## src/rtl/swd_phy_engine.sv

```systemverilog
// rtl/swd_phy_engine.sv - SWD host PHY engine; WAIT auto-retry enabled by defining SWD_WAIT_RETRY_EN
module swd_phy_engine #(
  parameter int TURN      = 1,
  parameter int DIV_W     = 8,
  parameter int RETRY_MAX = 15
) (
  input  logic             CLK,
  input  logic             RESET,
  input  logic [DIV_W-1:0] CLKDIV,
  input  logic             REQ_VALID,
  output logic             REQ_READY,
  input  logic             REQ_APnDP,
  input  logic             REQ_RnW,
  input  logic [1:0]       REQ_ADDR,
  input  logic [31:0]      REQ_WDATA,
  output logic             RSP_VALID,
  input  logic             RSP_READY,
  output logic [2:0]       RSP_ACK,
  output logic [31:0]      RSP_RDATA,
  output logic             RSP_PERR,
  output logic             SWDCLK,
  input  logic             SWDIN,
  output logic             SWDOUT,
  output logic             SWDOE,
  output logic             BUSY
);

  typedef enum logic [2:0] {
    S_IDLE, S_REQ, S_TRN1, S_ACK, S_RDATA, S_TRN2, S_WDATA, S_DONE
  } state_t;

  state_t           state, next_state;
  logic             apndp_q, rnw_q;
  logic [1:0]       addr_q;
  logic [31:0]      wdata_q;
  logic [DIV_W-1:0] div_q;
  logic [DIV_W-1:0] hcnt;
  logic             phase;
  logic [5:0]       bitcnt;
  logic             active, bit_end, last_bit, accept, retry_go;
  logic [2:0]       ack_now;
  logic [7:0]       hdr;

  // Bit clock runs only while a transfer is on the wire (not IDLE/DONE)
  assign active  = (state != S_IDLE) && (state != S_DONE);
  assign bit_end = active && phase && (hcnt == div_q);
  assign accept  = (state == S_IDLE) && REQ_VALID;
  // Third ACK bit arrives on SWDIN in the same cycle the branch is decided
  assign ack_now = {SWDIN, RSP_ACK[1:0]};
  // Header, first bit in [0]: start, APnDP, RnW, A2, A3, parity, stop, park
  assign hdr = {1'b1, 1'b0, apndp_q ^ rnw_q ^ addr_q[0] ^ addr_q[1],
                addr_q[1], addr_q[0], rnw_q, apndp_q, 1'b1};

`ifdef SWD_WAIT_RETRY_EN
  localparam int RC_W = (RETRY_MAX < 1) ? 1 : $clog2(RETRY_MAX + 1);
  logic [RC_W-1:0] retry_cnt;

  assign retry_go = (RSP_ACK == 3'b010) && (retry_cnt < RC_W'(RETRY_MAX));

  // Retry budget restarts with every accepted request
  always_ff @(posedge CLK or posedge RESET) begin
    if (RESET)                                                retry_cnt <= '0;
    else if (accept)                                          retry_cnt <= '0;
    else if (bit_end && state == S_TRN2 && next_state == S_REQ) retry_cnt <= retry_cnt + 1'b1;
  end
`else
  assign retry_go = 1'b0;
`endif

  // Last bit index of each wire phase
  always_comb begin
    last_bit = 1'b0;
    case (state)
      S_REQ:           last_bit = (bitcnt == 6'd7);
      S_TRN1, S_TRN2:  last_bit = (bitcnt == 6'(TURN - 1));
      S_ACK:           last_bit = (bitcnt == 6'd2);
      S_RDATA, S_WDATA: last_bit = (bitcnt == 6'd32);
      default:         last_bit = 1'b0;
    endcase
  end

  // State register
  always_ff @(posedge CLK or posedge RESET) begin
    if (RESET) state <= S_IDLE;
    else       state <= next_state;
  end

  // Next-state: phases advance only on the last bit's end
  always_comb begin
    next_state = state;
    case (state)
      S_IDLE:  if (REQ_VALID) next_state = S_REQ;
      S_REQ:   if (bit_end && last_bit) next_state = S_TRN1;
      S_TRN1:  if (bit_end && last_bit) next_state = S_ACK;
      S_ACK:   if (bit_end && last_bit)
                 next_state = (ack_now == 3'b001 && rnw_q) ? S_RDATA : S_TRN2;
      S_RDATA: if (bit_end && last_bit) next_state = S_TRN2;
      S_TRN2:  if (bit_end && last_bit) begin
                 if (RSP_ACK == 3'b001 && !rnw_q) next_state = S_WDATA;
                 else if (retry_go)               next_state = S_REQ;
                 else                             next_state = S_DONE;
               end
      S_WDATA: if (bit_end && last_bit) next_state = S_DONE;
      S_DONE:  if (RSP_READY) next_state = S_IDLE;
      default: next_state = S_IDLE;
    endcase
  end

  // Outputs; wire drive depends only on state/bitcnt, so it moves only at bit boundaries
  always_comb begin
    SWDCLK    = phase;
    SWDOE     = 1'b1;
    SWDOUT    = 1'b0;
    REQ_READY = (state == S_IDLE) && !RESET;
    RSP_VALID = (state == S_DONE);
    BUSY      = (state != S_IDLE);
    case (state)
      S_REQ:   SWDOUT = hdr[bitcnt[2:0]];
      S_TRN1, S_ACK, S_RDATA, S_TRN2: SWDOE = 1'b0;
      S_WDATA: SWDOUT = bitcnt[5] ? ^wdata_q : wdata_q[bitcnt[4:0]];
      default: SWDOUT = 1'b0;
    endcase
  end

  // Half-period divider: SWDCLK low for the first half of a bit, high for the second
  always_ff @(posedge CLK or posedge RESET) begin
    if (RESET) begin
      hcnt  <= '0;
      phase <= 1'b0;
    end else if (!active) begin
      hcnt  <= '0;
      phase <= 1'b0;
    end else if (hcnt == div_q) begin
      hcnt  <= '0;
      phase <= ~phase;
    end else begin
      hcnt  <= hcnt + 1'b1;
    end
  end

  // Request latch, bit counter and response capture (sampled on the SWDCLK falling edge)
  always_ff @(posedge CLK or posedge RESET) begin
    if (RESET) begin
      apndp_q   <= 1'b0;
      rnw_q     <= 1'b0;
      addr_q    <= 2'b00;
      wdata_q   <= '0;
      div_q     <= '0;
      bitcnt    <= '0;
      RSP_ACK   <= 3'b000;
      RSP_RDATA <= '0;
      RSP_PERR  <= 1'b0;
    end else if (accept) begin
      apndp_q   <= REQ_APnDP;
      rnw_q     <= REQ_RnW;
      addr_q    <= REQ_ADDR;
      wdata_q   <= REQ_WDATA;
      div_q     <= CLKDIV;
      bitcnt    <= '0;
      RSP_ACK   <= 3'b000;
      RSP_RDATA <= '0;
      RSP_PERR  <= 1'b0;
    end else if (bit_end) begin
      bitcnt <= (next_state != state) ? 6'd0 : bitcnt + 6'd1;
      if (state == S_ACK) RSP_ACK[bitcnt[1:0]] <= SWDIN;
      if (state == S_RDATA) begin
        if (bitcnt[5]) RSP_PERR <= SWDIN ^ (^RSP_RDATA);
        else           RSP_RDATA[bitcnt[4:0]] <= SWDIN;
      end
    end
  end

endmodule

```

## config.mk

```make
export PLATFORM = sky130hd
export DESIGN_NAME = swd_phy_engine
export DESIGN_NICKNAME = d
export VERILOG_FILES = /design/src/rtl/swd_phy_engine.sv
export SDC_FILE = /design/constraint.sdc
export NUM_CORES = 1
export LEC_CHECK = 0
export CAP_MARGIN = 25
export CORE_AREA = 2 2 108 110
export CTS_BUF_LIST = sky130_fd_sc_hd__clkbuf_16
export DETAILED_ROUTE_END_ITERATION = 6
export DIE_AREA = 0 0 110 112
export PLACE_DENSITY_LB_ADDON = 0.05
export SETUP_SLACK_MARGIN = 0.1
export SYNTH_ARGS = -nofsm -noshare
export SYNTH_HDL_FRONTEND = slang
export SYNTH_SLANG_ARGS = --single-unit
```

## constraint.sdc

```tcl
create_clock -name CLK -period 3.02 [get_ports CLK]
set_input_delay 0.604 -clock CLK [delete_from_list [all_inputs] [get_ports CLK]]
set_output_delay 0.604 -clock CLK [all_outputs]
set_load 0.03 [all_outputs]
```

# --- Word-level counts from Yosys, hierarchy flattened ---
# Cells that the tools add are included.
op_classes:
  addsub: 2
  mul: 0
  n_div: 0
  n_lt_le_gt_ge: 5
  n_eq_ne: 17
  shifts: 0
  mux: 43
  bitwise: 5
  reduce_logical: 27
op_table:
  columns: ["op", "count"]
  rows:
  - ["$mux 32", 4]
  - ["$reduce_xor 32->1", 2]
  - ["$mux 3", 11]
  - ["$bwmux 32", 1]
  - ["$pmux 3 s8", 1]
  - ["$mux 6", 3]
  - ["$mux 8", 2]
  - ["$mux 1", 14]
  - ["$eq 3x3->1 const B", 4]
  - ["$logic_and 1x1->1", 10]
  - ["$eq 3x1->1 const B", 3]
  - ["$add 8x1->8 const B", 1]
  - ["$eq 8x8->1", 1]
  - ["$reduce_bool 2->1", 4]
  - ["$add 6x1->6 const B", 1]
  - ["$eq 3x2->1 const B", 2]
  - ["$eq 6x2->1 const B", 1]
  - ["$eq 6x3->1 const B", 1]
  - ["$eq 6x6->1 const B", 1]
  - ["$logic_not 6->1", 1]
  - ["$lt 5x6->1 const B", 1]
  - ["$reduce_and 3->1", 2]
  - ["$bmux 1 s5", 1]
  - ["$demux 1 s5", 1]
  - ["other kinds (20)", 26]
word_totals:
  ff_bits: 98
  latchBits: 0
  ram_bits: 0
  mem_bits_ro: 0
  output_inout_bits: 42
  wordCells: 111
  mem_count: 0

# --- Longest topological paths before layout ---
depth:
  depth_word: 11
  ltp_mapped: 11
  ltp_nobuf: 8

# --- Worst setup path before layout ---
# Ideal clock, no wire load.
synth_path:
  path_kind: "register to output"
  startpoint: "reg bitcnt[0]"
  endpoint: "out SWDOUT"
  arrival_time_ns: 2.221
  required_time_ns: 2.416
  setup_slack_ns: 0.195
  stages_incl_launch_ff: 7
  path_buffers: 1
  cell_sequence: "dfrtp_1 > clkbuf_1 > mux4_2 > mux4_2 > nand2_1 > o311ai_0 > o2bb2ai_1"
synth_between:
  elab_chain_len: 4
synth_rtl:
  columns: ["element", "line_no", "text"]
  rows:
  - ["start, declared", "39", "logic [5:0] bitcnt;"]
  - ["start signal, assigned", "164", "bitcnt <= (next_state != state) ? 6'd0 : bitcnt + 6'd1;"]
  - ["$bmux 1 s5", "120", "S_WDATA: SWDOUT = bitcnt[5] ? ^wdata_q : wdata_q[bitcnt[4:0]];"]
  - ["$mux 1 (implied by the code)", "120", null]
  - ["$mux 1", "120", null]
  - ["$pmux 1 s2 *", "117", "case (state)"]
  - ["end, declared", "23", "output logic SWDOUT,"]
# Every way passes the cells marked *; elsewhere a longest branch is shown, timed or not. The select of a mux whose other input is x is not followed.

# --- Final worst setup path ---
# Same ends and word-level chain as after synthesis.

==> metrics.md <==
| Metric | Value |
|---|---|
| CTS Hold Buffers Added | 0 |
| Clock root cell | clkbuf_16 |
| Synth area leader | dfrtp_1 |
| Initial antenna violation count | 0 |
| Area Growth Syn to Fin | 25.5% |
| Synth Net Count | 645 |
| Post-Layout Cell Count | 817 |
| # nets final | 724 |
| I/O Pins | 91 |
| Synth top area cells | dfrtp_1 (45%), nand2_1 (12%), xnor2_1 (11%) |
| Net Sw Frac | 40.9% |
| Worst vdd ir | 0.00146 V |
| Depth of the CTS H-tree | 3 |
| Wire length per cell | around 15 µm |
| Clock-pin slew on the worst setup and hold paths | approximately 0.060 ns |
| Mean Syn Cell Area | 9.13 µm² |
| Detailed Routing Iterations Pass 1 | 5 |
| Final Util | around three fifths |
| Yosys reg bits | 98 |
| Sink Count | 98 |
| Final setup skew | between 0.007 and 0.008 ns |
| Clock network power share | ~14% |
| Combinational share of power | a little over half |
| Crit path max fanout | 6 |
| Final hold violation count | 0 |
| Reg-to-reg startpoint | state[1] |
| Post-synth EDFFs | 0 |
| Critical Path, Cell by Cell | mux4_2, mux4_2, nand2_2, o311ai_2, o2bb2ai_2, buf_6 |
| Cell variety after synth | 50 |
| Largest net degree at the start of global routing | 78 |
| Worst path max stage delay | 0.53 ns |
| Cells after Synth | around 590 |
| Predominant post-synthesis flop cell | dfrtp_1 |
| Vias in the first global route | 4,345 |
| 1st-iter DRT viols | 139 |
| Worst R2R End | RSP_RDATA[6] |
| PwrDens | 1130 nW/µm² |
| Die area | around 12,000 µm² |
| Static leakage | 0.00304 µW |
| Commonest cells after routing, fill and taps aside | nand2_1 (172), dfrtp_1 (97), clkdlybuf4s50_1 (89) |
| Row Count | 39 |
| Routed wire length | around 12 mm |
| Clock Latency Late Sink | around 0.34 ns |
| Flop2flop setup slack | 0.40 ns |
| Placed Cells incl. Taps | 801 |
| Worst-Margin Slew | 0.554 ns |
| CP Capture Type | primary output |
| Crit path arrival time | 2.34 ns |
| First-pass GRT wire length | ~21 mm |
| Most common cell after layout, fill and taps aside | nand2_1 |
| Hold Crit Start | div_q[3] |
| Hold EP | div_q[3] |
| Psw | 3120 µW |
| CP Launch Type | register |
| Rel. slew slack | 62.7% |
| Layout cell share with drive strength beyond 1 | 7.12% |
| Seq/Total Area, Yosys | 45.4% |
| Critical path class | register to primary output |
| DR vias | 4,272 |
| Max_cap viols | 0 |
| PortBufs | 90 |
| Hold path depth | 2 |
| Unrepaired setup endpoints after global routing | true |
| Drt drc | 0 |
| GR Overflow Total | 0 |
| Setup TNS | 0 ns |
| Core area | 11,200 µm² |
| GRT Total Usage | 21.3% |
| Reg2Reg Depth | 8 |
| Required time worst endpoint | 2.42 ns |
| Internal power | 4510 µW |
| CTS tree | yes |
| Avg Vias per Cell | between 5 and 6 |
| Final min period | 2.94 ns |
| Min Hold Slack | 0.504 ns |
| Tcrit/Tclk final | 97.3% |
| Dpl hpwl | 8.83 mm |
| Ys Warns | 0 |
| Synth top area share | a little under half |
| Final-report max-slew violation count | 0 |
| Max Clock Freq | 340 MHz |
| Asr flop ratio synth | 100% |
| Status | finished clean |
| Diodes inserted | 0 |
| Final setup violation count | 0 |
| RD Place Congestion | about 0.84 |
| Seq pwr share | 30.9% |
| Num CTS Buffers | 9 |
| Die W | 110 µm |
| # fillers | just over 1,000 |
| Hold Crit Class | register to register |
| Most used cell, CP | mux4_2 |
| Post-DRT Antenna Nets | 0 |
| Initial core utilization | ~48% |
| Max clock buf depth | 2 |
| Mapped cell area | about 5400 µm² |
| Slowest-stage cell, CP | mux4_2 |
| Chip height | 112 µm |
==> worst max path at each step <==
stage / from / endpoint / slack [ns] / depth (start not counted)
floorplan: bitcnt[0] / SWDOUT / 0.19 / 6
global placement: bitcnt[0] / SWDOUT / 0.23 / 7
detailed placement: bitcnt[0] / SWDOUT / 0.15 / 7
CTS: bitcnt[0] / SWDOUT / 0.04 / 6
global route: bitcnt[0] / SWDOUT / -0.01 / 7
finish: bitcnt[0] / SWDOUT / 0.08 / 6
==> layout make-up <==
type / instances / area, µm² / area share (%)
clock inverter: 6 / 50.0 / 0.739
timing repair buffer: 105 / 1040 / 15.4
sequential: 98 / 2450 / 36.2
multi-input combinational: 445 / 2780 / 41.0
clock buffer: 9 / 225 / 3.32
tap: 143 / 179 / 2.64
inverter: 11 / 45.0 / 0.665
==> Yosys cell counts (3+ instances only) <==
cell type	n
nand2_1	174
dfrtp_1	98
xnor2_1	65
nand3_1	37
clkbuf_1	30
nor2_1	28
mux2i_1	23
o21ai_0	21
xor2_1	14
inv_1	10
mux4_2	8
nand4_1	6
o31ai_1	6
buf_2	5
ha_1	5
nor3_1	4
o211ai_1	4
a21oi_1	3
and2_1	3
and3_1	3
nand2b_1	3
nor4bb_1	3
==> power by group through the flow <==
stage / Clock (µW) / Combinational, µW / Sequential (µW)
finish: 1100 / 4170 / 2360
global route: 1170 / 4560 / 2440
CTS: 1120 / 4240 / 2370
detailed placement: 0 / 4160 / 2390
global placement: 0 / 4100 / 2370
floorplan: 0 / 2870 / 2510
==> per-layer routing <==
layer	vias up	part of all wire, %	global-route usage [%]
met5	-	0	0
met4	0	1.7	8.10
met3	15	3.5	2.93
met2	85	51	35.7
met1	2050	44	27.9
li1	2122	-	-
==> repair_timing <==
action                     in CTS  in global routing
resized for setup               6                  1
pin swaps                       1                  0
setup buffers                   0                  1
hold endpoints to repair        0                  0
setup endpoints to repair       1                  1
==> cells by family after synthesis <==
kind of cell | Yosys count | synth area share [%]
flip-flops | 98 | 45.4
XOR/XNOR | 80 | 13.2
multiplexers | 31 | 7.60
AND/OR/NAND/NOR | 274 | 22.3
buffers and inverters | 48 | 3.45
AO/OA/AOI/OAI | 55 | 6.84
adder cells (fa/ha/maj) | 5 | 1.16
==> per-stage QoR <==
stage / total power, µW / area, µm² / setup slack, ns
global route: 8170 / 6770 / -0.0149
CTS: 7730 / 6760 / 0.0425
detailed placement: 6550 / 6470 / 0.154
floorplan: 5370 / 5400 / 0.195
global placement: 6470 / 6470 / 0.231
finish: 7630 / 6770 / 0.0806
==> state kept, by name, summed over array words and instances, names as in the netlist, 2 cells and up <==
signal,cells
RSP_RDATA,32
wdata_q,32
div_q,8
hcnt,8
bitcnt,6
RSP_ACK,3
state,3
addr_q,2
==> critical path, delay by kind of cell, from the launching register on <==
kind / cells / cell delay (ns)
AO/OA/AOI/OAI: 2 / 0.28
buffers and inverters: 1 / 0.14
flip-flops: 1 / 0.47
multiplexers: 2 / 1.02
AND/OR/NAND/NOR: 1 / 0.09
No activity file was read; power rests on OpenSTA's default activity.
